**src/rtl/ls_unit.sv**
```systemverilog
// ls_unit: load/store sequencer in front of the data memory.
//
// Takes one load or store request from the execute stage, forms the effective
// address (base + offset, wrapping), and drives the memory ports. A 16-bit pair
// access is split into two byte accesses: the low byte at ea, then the high byte
// at ea+1. Load data is gathered into rdata, and done pulses for one cycle.
//
// Ports:
//   CLK, reset          clock; synchronous active-high reset
//   start               request strobe, sampled only while idle
//   is_store, is_pair   request kind (store/load, pair/byte)
//   base, offset        address operands, latched on acceptance
//   wdata               store data (low byte used for byte stores)
//   busy, done          sequencer status; done is a one-cycle completion pulse
//   rdata               load result register
//   mem_addr            memory address (registered; holds between accesses)
//   mem_read, mem_write memory strobes
//   mem_wdata           memory write data
//   mem_rdata           memory read data (combinational read of mem_addr)
module ls_unit #(
  parameter int unsigned ADDR_W = 8,
  parameter int unsigned DATA_W = 8
) (
  input  logic                CLK,
  input  logic                reset,
  input  logic                start,
  input  logic                is_store,
  input  logic                is_pair,
  input  logic [ADDR_W-1:0]   base,
  input  logic [ADDR_W-1:0]   offset,
  input  logic [2*DATA_W-1:0] wdata,
  output logic                busy,
  output logic                done,
  output logic [2*DATA_W-1:0] rdata,
  output logic [ADDR_W-1:0]   mem_addr,
  output logic                mem_read,
  output logic                mem_write,
  output logic [DATA_W-1:0]   mem_wdata,
  input  logic [DATA_W-1:0]   mem_rdata
);

  typedef enum logic [1:0] {StIdle, StAcc0, StAcc1, StDone} lsState;

  lsState state, stateNext;

  logic                storeReg;
  logic                pairReg;
  logic [2*DATA_W-1:0] wdataReg;
  logic [ADDR_W-1:0]   eaReg;
  logic [2*DATA_W-1:0] rdataReg;
  logic [ADDR_W-1:0]   memAddrReg;
  logic [ADDR_W-1:0]   eaSum;

  // Carry out of the add is dropped, so the address wraps.
  assign eaSum = base + offset;

  always_ff @(posedge CLK) begin
    if (reset) begin
      state <= StIdle;
    end else begin
      state <= stateNext;
    end
  end

  always_comb begin
    stateNext = state;
    busy      = 1'b0;
    done      = 1'b0;
    mem_read  = 1'b0;
    mem_write = 1'b0;
    mem_wdata = '0;
    unique case (state)
      StIdle: begin
        if (start) stateNext = StAcc0;
      end
      StAcc0: begin
        busy = 1'b1;
        if (storeReg) begin
          mem_write = 1'b1;
          mem_wdata = wdataReg[DATA_W-1:0];
        end else begin
          mem_read = 1'b1;
        end
        stateNext = pairReg ? StAcc1 : StDone;
      end
      StAcc1: begin
        busy = 1'b1;
        if (storeReg) begin
          mem_write = 1'b1;
          mem_wdata = wdataReg[2*DATA_W-1:DATA_W];
        end else begin
          mem_read = 1'b1;
        end
        stateNext = StDone;
      end
      StDone: begin
        busy      = 1'b1;
        done      = 1'b1;
        stateNext = StIdle;
      end
      default: stateNext = StIdle;
    endcase
    // Reset aborts at once: suppress the strobes in the cycle reset is seen so
    // an interrupted pair store leaves its high byte unwritten.
    if (reset) begin
      mem_read  = 1'b0;
      mem_write = 1'b0;
      mem_wdata = '0;
    end
  end

  always_ff @(posedge CLK) begin
    if (reset) begin
      storeReg   <= 1'b0;
      pairReg    <= 1'b0;
      wdataReg   <= '0;
      eaReg      <= '0;
      rdataReg   <= '0;
      memAddrReg <= '0;
    end else begin
      unique case (state)
        StIdle: begin
          if (start) begin
            storeReg   <= is_store;
            pairReg    <= is_pair;
            wdataReg   <= wdata;
            eaReg      <= eaSum;
            memAddrReg <= eaSum;
          end
        end
        StAcc0: begin
          if (!storeReg) begin
            rdataReg[DATA_W-1:0] <= mem_rdata;
            // Byte loads zero-extend; pair loads fill the top half next cycle.
            if (!pairReg) rdataReg[2*DATA_W-1:DATA_W] <= '0;
          end
          if (pairReg) memAddrReg <= eaReg + ADDR_W'(1);
        end
        StAcc1: begin
          if (!storeReg) rdataReg[2*DATA_W-1:DATA_W] <= mem_rdata;
        end
        default: ;
      endcase
    end
  end

  assign rdata    = rdataReg;
  assign mem_addr = memAddrReg;

endmodule

```
**config.mk**
```make
export PLATFORM = sky130hd
export DESIGN_NAME = ls_unit
export DESIGN_NICKNAME = d
export VERILOG_FILES = /design/src/rtl/ls_unit.sv
export SDC_FILE = /design/constraint.sdc
export NUM_CORES = 1
export LEC_CHECK = 0
export CORE_MARGIN = 1.5
export CORE_UTILIZATION = 50
export CTS_BUF_LIST = sky130_fd_sc_hd__clkbuf_4
export DETAILED_ROUTE_END_ITERATION = 12
export PLACE_DENSITY = 0.8
export SLEW_MARGIN = 10
export SYNTH_ARGS = -nofsm -noshare
export SYNTH_HDL_FRONTEND = slang
export SYNTH_SLANG_ARGS = --single-unit
```
**constraint.sdc**
```tcl
create_clock -name CLK -period 3.85 [get_ports CLK]
set_clock_uncertainty 0.1 [all_clocks]
set_input_delay 0.5775 -clock CLK [delete_from_list [all_inputs] [get_ports CLK]]
set_output_delay 0.5775 -clock CLK [all_outputs]
set_load 0.1 [all_outputs]
```
==> results of run 1 <==
[placed cells by master, fill, tap and decap left out, types with 5 or more instances in the layout]
cell type	n
ha_1	13
clkdlybuf4s50_1	69
a22oi_1	8
buf_4	12
nand3_1	14
mux2i_1	13
o21ai_0	6
nor2_1	34
o211ai_1	5
inv_1	7
nand2_1	68
xor2_1	5
clkbuf_4	5
dfxtp_1	52
a21oi_1	46
[worst max-delay path: stages (launching register included)]
cell and delay [ns]:
dfxtp_1 0.41, inv_1 0.11, ha_1 0.22, inv_1 0.07, clkdlybuf4s50_1 1.13
[report_power, final]
part	internal, mW	switching [mW]
Combinational	0.423	1.09
Clock	0.0670	0.163
Sequential	0.664	0.0882
Total	1.15	1.34
[kinds of logic after synthesis]
logic type / after synthesis / synth area share
buffers and inverters: 28 / 0.0633
adders and majority gates: 14 / 0.0680
and+or+nand+nor: 135 / 0.216
muxes: 13 / 0.0484
xor gates and xnor gates: 7 / 0.0228
DFF: 52 / 0.387
AOI/OAI and AO/OA: 84 / 0.194
[final cells by class]
type                    count  area, sq um  share of cell area
inverters                   9         55.1              0.0157
flip-flops and latches     52         1040               0.298
well taps                  70         87.6              0.0251
clock buffers               5         37.5              0.0107
multi-input cells         253         1480               0.422
repair buffers             82          786               0.225
clock inverters             2         12.5             0.00358
[layer usage]
| layer | wire [um] | vias up | track usage |
|---|---|---|---|
| li1 | - | 1280 | - |
| met1 | 2920 | 1156 | 0.281 |
| met2 | 3220 | 61 | 0.404 |
| met3 | 236 | 6 | 0.0551 |
| met4 | 54 | 0 | 0.0574 |
| met5 | 0 | - | 0 |
[flip-flops by register name (all words and copies together), names as in the netlist]
name / count
state: 2
mem_addr: 8
pairReg: 1
storeReg: 1
rdata: 16
wdataReg: 16
eaReg: 8
[path summary, 6_finish.rpt]
kind,end,startpoint,slack (ns)
worst max-delay path,busy,state[0],0.87
worst min-delay path,rdata[12],rdata[12],0.36
worst max register to register,mem_addr[7],state[1],1.38
worst min register to register,rdata[12],rdata[12],0.36
==> impl_results.md, run 1 <==
* Residual DRC at 0
* Setup violators final at 0
* Largest net degree at the start of global routing at between 50 and 60
* Wire length per cell at approximately 14 um
* Final worst slack at 0.868 ns
* CTS root buf: clkbuf_4
* Synth Area per Inst at a little over 8 sq um
* Setup Slack @ Placement at roughly 1.1 ns
* Outcome: completed
* Max_cap viols at 0
* Post-cts sizing count at 0
* Peak supply drop at between 500 and 600 uV
* WL final at 6430 um
* Final nets at approximately 460
* Area after DPL at about 3400 sq um
* Share of cells above drive strength 1 at 0.0695
* Setup TNS at 0 ns
* H-tree depth at 2
* Cts hold-fix bufs at 0
* Synth Flop Type: dfxtp_1
* Design area at 3500 sq um
* Synth top area share at 0.387
* CP endpoint kind: output pin
* Drt initial violations at slightly below 100
* # IOs at a little over 80
* Area Growth Syn to Fin at 30.1%
* Vias in the first global route at between 2,000 and 2,500
* Post-DP HPWL at approximately 4600 um
* Starting density of the core at 0.523
* Max_slew headroom at 0.340
* Placed cells at about 470
* Die Footprint at around 5800 sq um
* Net Count, Synth at just under 400
* Antenna diodes at 0
* Min-delay worst type: register to register
* WHS Path Cells at 2
* Dominant cell type by area after synthesis: dfxtp_1
* Non-Filler Instances at 473
* Tcrit/Tclk final at 0.775
* Routed vias at 2,503
* Drt pass-1 iters at 4
* Worst reg2reg path depth at 7
* Fmax at 0.335 GHz
* Post-synthesis cell type count at 46
* Design Power at 2.49 mW
* Later-pin clock latency in the skew report at about 0.36 ns
* Vias per cell at 5.29
* WS Path Type: register to output pin
* Die height at around 76 um
* FP Rows at 26
* Horiz. Die Dim at about 76 um
* Final Hold Fails at 0
* CP startpoint kind: register
* First-pass GRT wire length at between 10,000 and 15,000 um
* Synth top area cells: dfxtp_1 (39%), nand2_1 (9.5%), a21oi_1 (8.6%)
* Port Buf Inserts at 80
* RSZ-0062 raised after global routing: no
* Least-Margin Pin Slew at 0.987 ns
* Initial antenna violation count at 0
* Max clock buf depth at 2
* Max Slew Vio Count at 0
* Final min period at 2.98 ns
* Final ANT Viol Nets at 0
* Yosys warns at 0
* Core area at slightly above 5000 sq um
* Leak Pwr at between 1 and 1.5 nW
* Post-CTS setup buffer count at 0
* Async SR Flop Fraction at 0
* WP data arrival at between 2 and 2.5 ns
* Power Dens Cells at between 700 and 800 nW/um^2
* GR Util All Layers at 0.230
* Seq cells post-synth at 52
* CTS tree: built
* Fin util at 0.680
* Mapped Area at 2690 sq um
* Seq/Total Area, Yosys at 0.387
* Clock slew seen by the registers of the worst setup and hold paths at around 0.14 ns
* Clock Sinks at 52
* CTS Buf Count at 5
* Gate Count Post-Synth at 333
* Fill cell count at 482
* Routability Congestion at 0.820
* CP required at about 3.2 ns
* Hold Slack at between 0.3 and 0.4 ns
* Synth top cells by count: nand2_1 (68), dfxtp_1 (52), a21oi_1 (46), nor2_1 (34), nand3_1 (14)
* Count leader, synth: nand2_1
* Global route overflow at 0
* Crit path max fanout at 4
* EDFF count, synth at 0
No activity file was read; power rests on OpenSTA's default activity.
==> run 2: changes to the inputs <==
Settings changed: CORE_UTILIZATION 50 to 49, PLACE_DENSITY 0.8 to 0.79.
Clock period 3.85 ns to 2.85 ns, I/O delays scaled along.
==> run 2 against run 1 <==
Critical path depth grew 2. Non-clock buffer count grew 4. Register-to-register slack lost 0.67 ns. Core utilization grew 1.2 points. Clock power grew 34%. Sequential power grew 36%. First-iteration DRC count grew 89%. Via count grew 2.3%. Setup slack lost 0.61 ns. Highest routed layer unchanged.
==> impl_results.md, run 2 (synthesis results as in run 1) <==
* WS Path Type: register to output pin (unchanged)
* Max_slew headroom at 0.625 (was 0.340)
* Worst Hold End: pairReg (was rdata[12])
* WL final at 6520 um (was 6430 um)
* Tcrit/Tclk final at 0.910
* Worst reg2reg path depth at 6 (was 7)
* DR WL met2 at 3160 um (was 3220 um)
* Drt pass-1 iters at 4 (unchanged)
* Later-pin clock latency in the skew report at 0.35 ns (was 0.36 ns)
* CP endpoint kind: output pin (unchanged)
* Vias in the first global route at 2,270 (was 2,479)
* WP data arrival at 2.06 ns (was 2.30 ns)
* Die height at 77.1 um (was 76.3 um)
* Min-Delay Startpoint: pairReg (was rdata[12])
* Final ANT Viol Nets at 0 (unchanged)
* Power Dens Cells at 941 nW/um^2 (was 713 nW/um^2)
* Max clock buf depth at 2 (unchanged)
* CP startpoint kind: register (unchanged)
* Vias per cell at 5.37 (was 5.29)
* WHS Path Cells at 2 (unchanged)
* H-tree depth at 2 (unchanged)
* Share of cells above drive strength 1 at 0.155 (was 0.0695)
* Horiz. Die Dim at 77.1 um (was 76.3 um)
* Routability Congestion at 0.755 (was 0.820)
* Leak Pwr at 1.41 nW (was 1.32 nW)
* Peak supply drop at 829 uV (was 522 uV)
* Clock slew seen by the registers of the worst setup and hold paths at 0.13 ns (was 0.14 ns)
* Starting density of the core at 0.516 (was 0.523)
* # IOs at 81 (unchanged)
* Met1 wire length at 2860 um (was 2920 um)
* Initial antenna violation count at 0 (unchanged)
* Largest net degree at the start of global routing at 55 (unchanged)
* R2R Path End: rdata[8] (was mem_addr[7])
* Max Used Layer: met4 (unchanged)
* Final min period at roughly 2.6 ns
* Drt initial violations at 183 (was 97)
* Min-delay worst type: register to register (unchanged)
* Crit path max fanout at 21 (was 4)
* Clock Sinks at 52 (unchanged)
* Routed vias at 2,560 (was 2,503)
* FP Rows at 26 (unchanged)
* Port Buf Inserts at 80 (unchanged)
* Global route overflow at 0 (unchanged)
* Max_cap viols at 0 (unchanged)
* Area Growth Syn to Fin at 34.0% (was 30.1%)
* RSZ-0062 raised after global routing: no (unchanged)
* R2R Path Start: state[1] (unchanged)
* CTS Buf Count at 5 (unchanged)
* Fmax at 0.386 GHz
* Max Slew Vio Count at 0 (unchanged)
* Outcome: completed (unchanged)
* Hold Slack at 0.362 ns (was 0.359 ns)
* Residual DRC at 0 (unchanged)
* Most common cell after layout, fill and taps aside: nand2_1 (was clkdlybuf4s50_1)
* Post-DP HPWL at 4780 um (was 4620 um)
* Metal3 WL at 477 um (was 236 um)
* Setup violators final at 0 (unchanged)
* First-pass GRT wire length at 10,800 um (was 11,100 um)
* Fin util at 0.692 (was 0.680)
* Final Hold Fails at 0 (unchanged)
* CTS tree: built (unchanged)
* Most frequent cells in the layout: nand2_1 (68), dfxtp_1 (52), a21oi_1 (46), clkdlybuf4s50_1 (43), buf_4 (32) (was clkdlybuf4s50_1 (69), nand2_1 (68), dfxtp_1 (52), a21oi_1 (46), nor2_1 (34))
* CTS root buf: clkbuf_4 (unchanged)
* CP required at 2.32 ns (was 3.17 ns)
* Worst reg-to-reg setup slack at 0.71 ns (was 1.38 ns)
* Wire length per cell at 13.7 um (was 13.6 um)
* Die Footprint at 5940 sq um (was 5820 sq um)
* Core area at 5200 sq um (was 5140 sq um)
* Antenna diodes at 0 (unchanged)
* Least-Margin Pin Slew at 0.563 ns (was 0.987 ns)
* GR Util All Layers at 0.224 (was 0.230)
* Final nets at 466 (was 462)
run 2: changes by cell type in the layout (fill, tap and decap cells not counted):
cell and delta:
clkdlybuf4s50_1 -26, buf_4 +20, buf_12 +10, nor2_1 -4, nor2_2 +4, nor3b_1 -1
nor3b_2 +1
run 2: repair_timing:
item,in CTS,in global routing
setup buffers,0,1
endpoints found under the setup margin,0,1
resized for setup,0,0
hold buffers,0,0
endpoints found under the hold margin,0,0
run 2: how the worst max path moves through the flow:
stage,slack [ns],cells past startpoint,start,end
after floorplan,-0.02,6,state[1],mem_wdata[2]
after CTS,0.14,5,state[1],mem_wdata[3]
after global routing,0.11,6,state[1],mem_wdata[3]
after global placement,0.37,9,offset[0],eaReg[6]
after detailed placement,0.33,9,offset[0],mem_addr[6]
final,0.26,6,state[1],mem_wdata[2]
run 2: worst max-delay path, cell delays in order, from the launching register on:
cell     delay (ns)
dfxtp_1        0.38
inv_1          0.13
ha_1           0.48
buf_12         0.22
a22oi_1        0.07
nor2_1         0.21
buf_12         0.21
run 2: metal layers:
metal | up-vias | GRT usage
li1 | 1289 | -
met1 | 1162 | 0.293
met2 | 107 | 0.381
met3 | 2 | 0.0500
met4 | 0 | 0.0400
met5 | - | 0
run 2: through the flow:
| step | setup TNS, ns | total power, mW | area [sq um] | instances | setup slack (ns) |
|---|---|---|---|---|---|
| 6_report | 0 | 3.39 | 3600 | 477 | 0.258 |
| 3_5_place_dp | 0 | 3.09 | 3540 | 469 | 0.326 |
| 2_1_floorplan | -0.0854 | 2.64 | 2700 | 333 | -0.0214 |
| 3_3_place_gp | 0 | 3.06 | 3540 | 469 | 0.375 |
| 5_1_grt | 0 | 3.59 | 3600 | 477 | 0.111 |
| 4_1_cts | 0 | 3.40 | 3590 | 476 | 0.139 |
run 2: area by class of cell:
| cell class | instances | area [sq um] |
|---|---|---|
| Multi-Input combinational cell | 253 | 1490 |
| Clock buffer | 5 | 37.5 |
| Fill cell | 465 | 1600 |
| Clock inverter | 2 | 12.5 |
| Tap cell | 70 | 87.6 |
| Timing Repair Buffer | 86 | 876 |
| Inverter | 9 | 55.1 |
| Sequential cell | 52 | 1040 |
run 2: report_power, final:
part           switching, mW  total [mW]  internal, mW
Combinational           1.48        2.06         0.582
Sequential             0.123        1.02         0.897
Clock                  0.217       0.308        0.0905
==> run 3: changes to the inputs <==
Settings changed: GPL_ROUTABILITY_DRIVEN set to 0.
==> results of run 3 <==
Same layout as run 2: the final DEF is identical, and so are final timing and power.
